## src/rtl/sa_ar_channel.sv

```systemverilog
// sa_ar_channel: slave-side read-address stage.
// Round-robin arbitrates the dispatcher AR requests and prefixes the winning
// master index onto ARID. Every issued (sub-)burst is announced to the
// read-data RLAST filter FIFO.
// Optional feature macro: SA_AR_BURST_SPLIT_EN. When it is defined, INCR
// bursts that cross a 2^BOUNDARY_W byte page are issued as two sub-bursts,
// and the first part carries the crossing flag.
module sa_ar_channel #(
   parameter int MST_AMT         = 3,
   parameter int OUTSTANDING_AMT = 8,
   parameter int MST_ID_W        = $clog2(MST_AMT),
   parameter int DATA_WIDTH      = 32,
   parameter int ADDR_WIDTH      = 32,
   parameter int TRANS_MST_ID_W  = 5,
   parameter int TRANS_SLV_ID_W  = TRANS_MST_ID_W + MST_ID_W,
   parameter int BOUNDARY_W      = 10
) (
   input  logic                               ACLK_i,
   input  logic                               ARESETn_i,
   input  logic [TRANS_MST_ID_W*MST_AMT-1:0]  dsp_ARID_i,
   input  logic [ADDR_WIDTH*MST_AMT-1:0]      dsp_ARADDR_i,
   input  logic [8*MST_AMT-1:0]               dsp_ARLEN_i,
   input  logic [3*MST_AMT-1:0]               dsp_ARSIZE_i,
   input  logic [2*MST_AMT-1:0]               dsp_ARBURST_i,
   input  logic [MST_AMT-1:0]                 dsp_ARVALID_i,
   output logic [MST_AMT-1:0]                 dsp_ARREADY_o,
   output logic [TRANS_SLV_ID_W-1:0]          s_ARID_o,
   output logic [ADDR_WIDTH-1:0]              s_ARADDR_o,
   output logic [7:0]                         s_ARLEN_o,
   output logic [2:0]                         s_ARSIZE_o,
   output logic [1:0]                         s_ARBURST_o,
   output logic                               s_ARVALID_o,
   input  logic                               s_ARREADY_i,
   output logic [TRANS_SLV_ID_W-1:0]          AR_AxID_o,
   output logic                               AR_crossing_flag_o,
   output logic                               AR_shift_en_o,
   input  logic                               AR_stall_i
);

   localparam logic [1:0] IDLE   = 2'd0;
   localparam logic [1:0] SEND_1 = 2'd1;
   localparam logic [1:0] HOLD_2 = 2'd2;
   localparam logic [1:0] SEND_2 = 2'd3;

   localparam logic [1:0] BURST_INCR = 2'b01;

   // A page must hold the longest possible full-width burst, otherwise a
   // burst could cross more than once.
   generate
      if (((2 ** BOUNDARY_W) < (256 * DATA_WIDTH / 8)) || (OUTSTANDING_AMT < 1)) begin : g_cfg_err
         $error("sa_ar_channel: page smaller than a maximal burst or no outstanding slots");
      end
   endgenerate

   logic [1:0]                state_r;
   logic [MST_ID_W-1:0]       last_grant_r;
   logic [MST_ID_W-1:0]       grant_idx_s;
   logic                      grant_found_s;
   logic                      grant_en_s;
   int                        cand_s;

   logic [TRANS_MST_ID_W-1:0] sel_id_s;
   logic [ADDR_WIDTH-1:0]     sel_addr_s;
   logic [7:0]                sel_len_s;
   logic [2:0]                sel_size_s;
   logic [1:0]                sel_burst_s;

   logic                      split_s;
   logic [7:0]                first_len_s;
   logic [7:0]                second_len_s;
   logic [ADDR_WIDTH-1:0]     second_addr_s;

   logic [TRANS_SLV_ID_W-1:0] id_r;
   logic [ADDR_WIDTH-1:0]     addr_r;
   logic [7:0]                len_r;
   logic [2:0]                size_r;
   logic [1:0]                burst_r;
   logic                      valid_r;
   logic                      cross_r;
   logic [ADDR_WIDTH-1:0]     addr2_r;
   logic [7:0]                len2_r;

   // Round-robin search starting at the master after the last grant.
   always_comb begin
      grant_found_s = 1'b0;
      grant_idx_s   = '0;
      cand_s        = 0;
      for (int k = 1; k <= MST_AMT; k++) begin
         cand_s = (int'(last_grant_r) + k) % MST_AMT;
         if (!grant_found_s && dsp_ARVALID_i[cand_s[MST_ID_W-1:0]]) begin
            grant_found_s = 1'b1;
            grant_idx_s   = cand_s[MST_ID_W-1:0];
         end else begin
            grant_found_s = grant_found_s;
         end
      end
   end

   assign grant_en_s = (state_r == IDLE) && grant_found_s && !AR_stall_i;

   // Master ready is combinational so the dispatcher handshakes in the grant cycle.
   always_comb begin
      dsp_ARREADY_o = '0;
      if (grant_en_s && ARESETn_i) begin
         dsp_ARREADY_o[grant_idx_s] = 1'b1;
      end else begin
         dsp_ARREADY_o = '0;
      end
   end

   // Select the winning master's AR payload.
   always_comb begin
      sel_id_s    = dsp_ARID_i[TRANS_MST_ID_W-1:0];
      sel_addr_s  = dsp_ARADDR_i[ADDR_WIDTH-1:0];
      sel_len_s   = dsp_ARLEN_i[7:0];
      sel_size_s  = dsp_ARSIZE_i[2:0];
      sel_burst_s = dsp_ARBURST_i[1:0];
      for (int i = 0; i < MST_AMT; i++) begin
         if (grant_idx_s == MST_ID_W'(i)) begin
            sel_id_s    = dsp_ARID_i[i*TRANS_MST_ID_W +: TRANS_MST_ID_W];
            sel_addr_s  = dsp_ARADDR_i[i*ADDR_WIDTH +: ADDR_WIDTH];
            sel_len_s   = dsp_ARLEN_i[i*8 +: 8];
            sel_size_s  = dsp_ARSIZE_i[i*3 +: 3];
            sel_burst_s = dsp_ARBURST_i[i*2 +: 2];
         end else begin
            sel_id_s = sel_id_s;
         end
      end
   end

`ifdef SA_AR_BURST_SPLIT_EN
   logic [ADDR_WIDTH-1:0] aligned_s;
   logic [ADDR_WIDTH-1:0] bytes_s;
   logic [ADDR_WIDTH-1:0] end_s;
   logic [ADDR_WIDTH-1:0] page_next_s;
   logic [ADDR_WIDTH-1:0] beats1_s;

   // Page-crossing detection and the lengths of the two sub-bursts.
   always_comb begin
      aligned_s     = sel_addr_s & ({ADDR_WIDTH{1'b1}} << sel_size_s);
      bytes_s       = (ADDR_WIDTH'(sel_len_s) + ADDR_WIDTH'(1)) << sel_size_s;
      end_s         = aligned_s + bytes_s - ADDR_WIDTH'(1);
      page_next_s   = {aligned_s[ADDR_WIDTH-1:BOUNDARY_W] + (ADDR_WIDTH-BOUNDARY_W)'(1),
                       {BOUNDARY_W{1'b0}}};
      beats1_s      = (page_next_s - aligned_s) >> sel_size_s;
      second_addr_s = page_next_s;
      if ((sel_burst_s == BURST_INCR) &&
          (aligned_s[ADDR_WIDTH-1:BOUNDARY_W] != end_s[ADDR_WIDTH-1:BOUNDARY_W])) begin
         split_s     = 1'b1;
         first_len_s = beats1_s[7:0] - 8'd1;
      end else begin
         split_s     = 1'b0;
         first_len_s = sel_len_s;
      end
      second_len_s = sel_len_s - first_len_s - 8'd1;
   end

   assign AR_crossing_flag_o = cross_r;
`else
   assign split_s            = 1'b0;
   assign first_len_s        = sel_len_s;
   assign second_len_s       = 8'd0;
   assign second_addr_s      = '0;
   assign AR_crossing_flag_o = 1'b0;
`endif

   // Issue FSM and slave AR output registers; the register always empties
   // for a cycle after a handshake so the stall input sees each push.
   always_ff @(posedge ACLK_i or negedge ARESETn_i) begin
      if (!ARESETn_i) begin
         state_r      <= IDLE;
         last_grant_r <= MST_ID_W'(MST_AMT - 1);
         id_r         <= '0;
         addr_r       <= '0;
         len_r        <= 8'd0;
         size_r       <= 3'd0;
         burst_r      <= 2'd0;
         valid_r      <= 1'b0;
         cross_r      <= 1'b0;
         addr2_r      <= '0;
         len2_r       <= 8'd0;
      end else begin
         case (state_r)
            IDLE: begin
               if (grant_en_s) begin
                  id_r         <= {grant_idx_s, sel_id_s};
                  addr_r       <= sel_addr_s;
                  len_r        <= first_len_s;
                  size_r       <= sel_size_s;
                  burst_r      <= sel_burst_s;
                  valid_r      <= 1'b1;
                  cross_r      <= split_s;
                  addr2_r      <= second_addr_s;
                  len2_r       <= second_len_s;
                  last_grant_r <= grant_idx_s;
                  state_r      <= SEND_1;
               end
            end
            SEND_1: begin
               if (s_ARREADY_i) begin
                  valid_r <= 1'b0;
                  cross_r <= 1'b0;
                  state_r <= cross_r ? HOLD_2 : IDLE;
               end
            end
            HOLD_2: begin
               if (!AR_stall_i) begin
                  addr_r  <= addr2_r;
                  len_r   <= len2_r;
                  valid_r <= 1'b1;
                  state_r <= SEND_2;
               end
            end
            SEND_2: begin
               if (s_ARREADY_i) begin
                  valid_r <= 1'b0;
                  state_r <= IDLE;
               end
            end
            default: begin
               valid_r <= 1'b0;
               cross_r <= 1'b0;
               state_r <= IDLE;
            end
         endcase
      end
   end

   assign s_ARID_o      = id_r;
   assign s_ARADDR_o    = addr_r;
   assign s_ARLEN_o     = len_r;
   assign s_ARSIZE_o    = size_r;
   assign s_ARBURST_o   = burst_r;
   assign s_ARVALID_o   = valid_r;
   assign AR_AxID_o     = id_r;
   assign AR_shift_en_o = valid_r & s_ARREADY_i;

endmodule
```

## config.mk

```make
export PLATFORM = sky130hd
export DESIGN_NAME = sa_ar_channel
export DESIGN_NICKNAME = d
export VERILOG_FILES = /design/src/rtl/sa_ar_channel.sv
export SDC_FILE = /design/constraint.sdc
export NUM_CORES = 1
export LEC_CHECK = 0
export BUFFER_PORTS_ARGS = -buffer_cell sky130_fd_sc_hd__buf_2
export CAP_MARGIN = 20
export CORE_UTILIZATION = 47
export DETAILED_ROUTE_END_ITERATION = 7
export GPL_ROUTABILITY_DRIVEN = 0
export GPL_TIMING_DRIVEN = 0
export PLACE_DENSITY = 0.89
export SYNTH_ARGS = -nofsm -noshare
export SYNTH_HDL_FRONTEND = slang
export SYNTH_SLANG_ARGS = --single-unit
```

## constraint.sdc

```tcl
create_clock -name ACLK_i -period 3.9 [get_ports ACLK_i]
set_clock_uncertainty 0.2 [all_clocks]
set_input_delay 0.585 -clock ACLK_i [delete_from_list [all_inputs] [get_ports ACLK_i]]
set_output_delay 0.585 -clock ACLK_i [all_outputs]
set_load 0.05 [all_outputs]
```

==> reports/qor.csv, run 1 <==
metric;value;unit
yosysWarnings;0;
dieWidth;89.35;microns
initial_core_util;48.92;%
criticalPathCategory;reg2out;
period_share;94.20;%
critical_path_required;3.12;ns
cts_root_buffer;clkbuf_8;
ir_worst_vdd;0.4657;mV
ant_nets;0;
die_h;89.35;microns
ctsHtreeMaxLevel;2;
p_leak;2.433;nW
grt_pass1_vias;3935;
power_density;1012;nW/um^2
clock_latency;0.32;ns
drc_errors;0;
cts_hold_buf;0;
fmax;272.2;MHz
synth_flop_cell;dfrtp_1;
io_buffers;219;
worstPathArrival;2.89;ns
layout-drive-gt1-share;42.31;%
postSynthCellCount;420;
dp_slack;0.4489;ns
ys_types;45;
synth_fp_nets;580;
cts_resized;0;
async_flop_share;100.0;%
critical_path.max_fanout;10;
hold_path_class;in2async;
ys_ff_latch;56;
power.total;5.013;mW
grt_pass1_wl;17700;microns
vias_per_cell;5.745;
fin_nets;809;
grt_max_degree;31;
cts_sinks;56;
grt_use_total;28.70;%
setup_slack;0.2263;ns
firstDrtPassIters;5;
ys_seq_area_share;39.11;%
syn_area;3586;sq um
core_region_area;7331;sq um
clk_pin_slew;0.11;ns
num_vias;4309;
dieArea;7983;sq um
status;finished, final reports clean;
rows;31;
place_hpwl;9362;microns
wirelength;12130;microns
ctsLongestPathBuffers;2;
post-route-util;67.59;%
avgRoutedWirePerCell;16.17;microns
finalHoldViolCount;0;
synth_edf_count;0;
finalSetupViolCount;0;
slew_headroom;42.98;%
top_level_ports;222;
overflow;0;
maxCapViolations;0;
numCtsBuffers;5;
crit_path_start_kind;flip-flop;
antenna_found_initial;0;
post-route-min-period;3.674;ns
area_delta_synth_final;38.17;%
worst_pin_slew;0.8553;ns
cts_tree;yes;
rsz0062_at_grt;no;
setup_tns;0;ns
synth.avg_cell_area;8.538;sq um
post-cts-setup-buffers;0;
maxSlewViolCount;0;
end_kind;primary output;
drtIter0Drc;211;
==> power by group <==
group	total, mW	switching [mW]	leakage, nW	internal, mW
clock	0.398	0.203	0.0558	0.195
sequential	1.04	0.167	0.681	0.877
combinational	3.57	2.52	1.70	1.05
==> area by class of cell <==
type / instances / area [sq um]
fillers: 617 / 2376
flip-flops and latches: 56 / 1403
multi-input cells: 314 / 1893
clock inverters: 2 / 38.79
diodes: 1 / 2.502
repair buffers: 222 / 1131
well taps: 99 / 123.9
plain buffers: 45 / 271.5
clock buffers: 6 / 72.57
inverters: 5 / 18.77
==> synthesized netlist by cell type, types with 2 or more instances <==
library cell,number,share of area [%]
nand2_1,61,6.4
dfrtp_1,55,38
o31ai_1,50,10
nor2_1,45,4.7
o22ai_1,40,7.0
o21ai_1,26,3.6
o21ai_0,22,3.1
clkbuf_1,17,1.8
o32ai_1,11,2.7
buf_2,10,1.4
buf_4,10,2.1
nand2b_1,10,1.7
o221ai_2,8,3.3
buf_6,7,2.2
inv_1,5,0.52
a21oi_1,4,0.56
o221ai_1,4,0.98
and2_1,3,0.52
ha_1,3,1.0
nor2b_1,3,0.52
nor3_1,2,0.28
==> registers in the layout (all words and copies together) (netlist names) <==
name and flops:
s_ARADDR_o 32, AR_AxID_o 6, s_ARSIZE_o 3, last_grant_r 2
s_ARBURST_o 2, state_r 2, s_ARLEN_o 8, s_ARVALID_o 1
==> critical path, cell delays in order (launching register included) <==
cell and delay, ns:
dfstp_2 0.55, inv_1 0.06, ha_1 0.19, buf_4 0.17
and2_4 0.16, a221o_1 0.32, nand2_1 0.26, buf_2 0.30
nand2_1 0.10, nor3b_1 0.18, buf_2 0.29
==> through the flow <==
step           instance area, sq um  cells  hold WS (ns)
4_1_cts                        4937    747        0.1206
3_3_place_gp                   4806    738        0.2561
2_1_floorplan                  3586    420       0.08941
3_5_place_dp                   4826    739        0.2604
6_report                       4955    750        0.1118
5_1_grt                        4952    749        0.1532
==> kinds of logic (layout without fill, tap and decap cells) <==
group,after synthesis,in the layout,share of synthesized area (%)
compound gates,174,174,34.79
simple gates,135,135,16.57
flops,56,56,39.11
buf+inv,50,280,8.095
fa+ha+maj,3,3,1.047
other cells,1,2,0.1046
mux,1,1,0.2791
==> layer usage <==
layer	vias to the layer above	wire length (microns)	share of wire (%)	track usage [%]
met2	232	6194	51	51.15
met4	0	265	2.2	11.11
met1	2021	4792	40	33.53
met3	34	875	7.2	6.464
met5	-	0	0	0
li1	2022	-	-	-
==> placed cells by master (no fill, tap or decap), types with 2 or more instances in the layout <==
cell type | Yosys | routed
a21oi_1 | 4 | 4
and2_1 | 3 | 3
buf_2 | 10 | 229
buf_4 | 10 | 12
buf_6 | 7 | 7
clkbuf_1 | 17 | 18
clkbuf_8 | 0 | 5
dfrtp_1 | 55 | 55
ha_1 | 3 | 3
inv_1 | 5 | 5
nand2_1 | 61 | 61
nand2b_1 | 10 | 10
nor2_1 | 45 | 45
nor2b_1 | 3 | 3
nor3_1 | 2 | 2
o21ai_0 | 22 | 22
o21ai_1 | 26 | 26
o221ai_1 | 4 | 4
o221ai_2 | 8 | 8
o22ai_1 | 40 | 40
o31ai_1 | 50 | 50
o32ai_1 | 11 | 11
==> path summary, 6_finish.rpt <==
kind / depth (start not counted) / endpoint / startpoint / slack, ns
setup reg to reg: 9 / s_ARSIZE_o[2] / last_grant_r[0] / 1.01
hold / removal: 1 / s_ARADDR_o[2] / ARESETn_i / 0.11
max in group asynchronous: 2 / last_grant_r[1] / ARESETn_i / 2.69
min in group ACLK_i: 2 / state_r[0] / s_ARREADY_i / 0.28
setup / recovery: 10 / dsp_ARREADY_o[0] / last_grant_r[1] / 0.23
hold reg to reg: 2 / s_ARADDR_o[26] / s_ARADDR_o[26] / 0.28
Power figures use the tool's default switching activity.
==> run 2: changes to the inputs <==
--- a/config.mk
+++ b/config.mk
@@ -11,7 +11,7 @@
 export DETAILED_ROUTE_END_ITERATION = 7
 export GPL_ROUTABILITY_DRIVEN = 0
 export GPL_TIMING_DRIVEN = 0
-export PLACE_DENSITY = 0.89
+export PLACE_DENSITY = 0.95
 export SYNTH_ARGS = -nofsm -noshare
 export SYNTH_HDL_FRONTEND = slang
 export SYNTH_SLANG_ARGS = --single-unit
==> run 2 against run 1 <==
Setup slack lost 0.068 ns. Sequential cell count is the same. Final cell count is the same. First-iteration DRC count grew 24%. Highest routed layer unchanged. Register-to-register slack gained 0.02 ns. Power grew 0.81%. Largest cell class unchanged. Die area is the same. Largest power group unchanged. Sequential share of layout area shrank 0.057 points. Critical path depth is the same.
==> reports/qor.csv, run 2 (same netlist as run 1, synthesis figures left out) <==
metric;value;unit;change
worstPathArrival;2.96;ns;+0.07 ns
reg2reg_depth;9;;unchanged
dp_slack;0.3768;ns;-0.07208 ns
rsz0062_at_grt;no;;
rr_endpoint;s_ARADDR_o[8];;
slew_headroom;44.28;%;+1.3 points
largest_reg_flops;32;;unchanged
setup_tns;0;ns;unchanged
finalSetupViolCount;0;;unchanged
top_level_ports;222;;unchanged
numCtsBuffers;5;;unchanged
fmax;267.2;MHz;-1.8%
rows;31;;unchanged
maxSlewViolCount;0;;unchanged
critical_path.max_fanout;10;;unchanged
io_buffers;219;;unchanged
setup_slack;0.1581;ns;-0.06820 ns
antenna_found_initial;1;;+1
overflow;0;;unchanged
status;finished, final reports clean;;
criticalPathCategory;reg2out;;
crit_path_start_kind;flip-flop;;
grt_max_degree;30;;-3.2%
ctsLongestPathBuffers;2;;unchanged
layout-drive-gt1-share;42.46;%;+0.15 points
drc_errors;0;;unchanged
maxCapViolations;0;;unchanged
final_common_cell;buf_2;;
worst_pin_slew;0.8358;ns;-0.01944 ns
ctsHtreeMaxLevel;2;;unchanged
period_share;95.95;%;+1.7 points
cts_root_buffer;clkbuf_8;;
multi_input_area;1893;sq um;unchanged
post-route-min-period;3.742;ns;+0.06820 ns
power_density;1018;nW/um^2;+0.60%
initial_core_util;48.92;%;unchanged
ir_worst_vdd;0.6248;mV;+34%
reg2reg_from;last_grant_r[0];;
critical_path_required;3.12;ns;about the same
place_hpwl;9434;microns;+0.77%
dieWidth;89.35;microns;unchanged
fin_nets;809;;unchanged
power.total;5.053;mW;+0.81%
finalHoldViolCount;0;;unchanged
num_vias;4385;;+1.8%
die_h;89.35;microns;unchanged
clk_pin_slew;0.10;ns;about the same
final_cells;750;;unchanged
post-route-util;67.72;%;+0.14 points
wirelength;12230;microns;+0.88%
cts_sinks;56;;unchanged
ant_nets;0;;unchanged
final_cell_mix;buf_2, nand2_1, dfrtp_1;;
vias_per_cell;5.847;;+1.8%
regArea;1403;sq um;unchanged
clock_latency;0.31;ns;about the same
end_kind;primary output;;
hold_path_class;in2async;;
avgRoutedWirePerCell;16.31;microns;+0.88%
dieArea;7983;sq um;unchanged
firstDrtPassIters;6;;+1
drtIter0Drc;261;;+24%
core_region_area;7331;sq um;unchanged
dp_cells;739;;unchanged
grt_pass1_wl;18230;microns;+3.0%
rrSetupSlack;1.03;ns;+0.02 ns
p_leak;2.438;nW;+0.23%
area_delta_synth_final;38.45;%;
grt_pass1_vias;3911;;-0.61%
fillCellCount;600;;-2.8%
grt_use_total;29.43;%;+0.73 points
cts_tree;yes;;
cts_resized;0;;unchanged
[run 2: worst max path at each step]
stage / startpoint / endpoint / cells past startpoint
2_1_floorplan: last_grant_r[0] / dsp_ARREADY_o[0] / 9
3_3_place_gp: last_grant_r[0] / dsp_ARREADY_o[0] / 10
3_5_place_dp: last_grant_r[0] / dsp_ARREADY_o[0] / 10
4_1_cts: last_grant_r[0] / dsp_ARREADY_o[0] / 10
5_1_grt: last_grant_r[1] / dsp_ARREADY_o[0] / 10
6_report: last_grant_r[1] / dsp_ARREADY_o[0] / 10
[run 2: where the power goes]
| group | switching (mW) | leakage, nW | internal [mW] |
|---|---|---|---|
| clock network | 0.200 | 0.0614 | 0.211 |
| registers | 0.173 | 0.681 | 0.877 |
| logic | 2.54 | 1.70 | 1.05 |
[run 2: stage by stage]
step	cell area (sq um)	hold WS [ns]
5_1_grt	4965	0.1567
3_5_place_dp	4826	0.2605
2_1_floorplan	3586	0.08941
3_3_place_gp	4806	0.2576
4_1_cts	4947	0.1224
6_report	4965	0.1061
[run 2: worst max-delay path: stages (launching register included)]
cell	delay, ns
dfstp_2	0.55
inv_1	0.06
ha_1	0.19
buf_4	0.18
and2_4	0.16
a221o_1	0.31
nand2_1	0.29
buf_2	0.32
nand2_1	0.11
nor3b_1	0.19
buf_2	0.29
[run 2: final cells by class]
type                    instances  share of cell area (%)
clock inverters                 2                  0.7813
inverters                       5                  0.3780
plain buffers                  45                   5.469
well taps                      99                   2.495
diodes                          1                 0.05040
clock buffers                   6                   1.663
repair buffers                222                   22.78
flip-flops and latches         56                   28.25
multi-input cells             314                   38.13
[run 2: layer usage]
metal / up-vias / track usage [%] / part of all wire, %
li1: 2023 / - / -
met1: 2048 / 33.95 / 39
met2: 289 / 51.28 / 51
met3: 25 / 8.126 / 8.5
met4: 0 / 12.55 / 1.6
met5: - / 0 / 0
[run 2: what timing repair did]
action / in CTS / in global routing
buffers inserted: 0 / 2
hold buffers: 0 / 0
endpoints found under the setup margin: 0 / 3
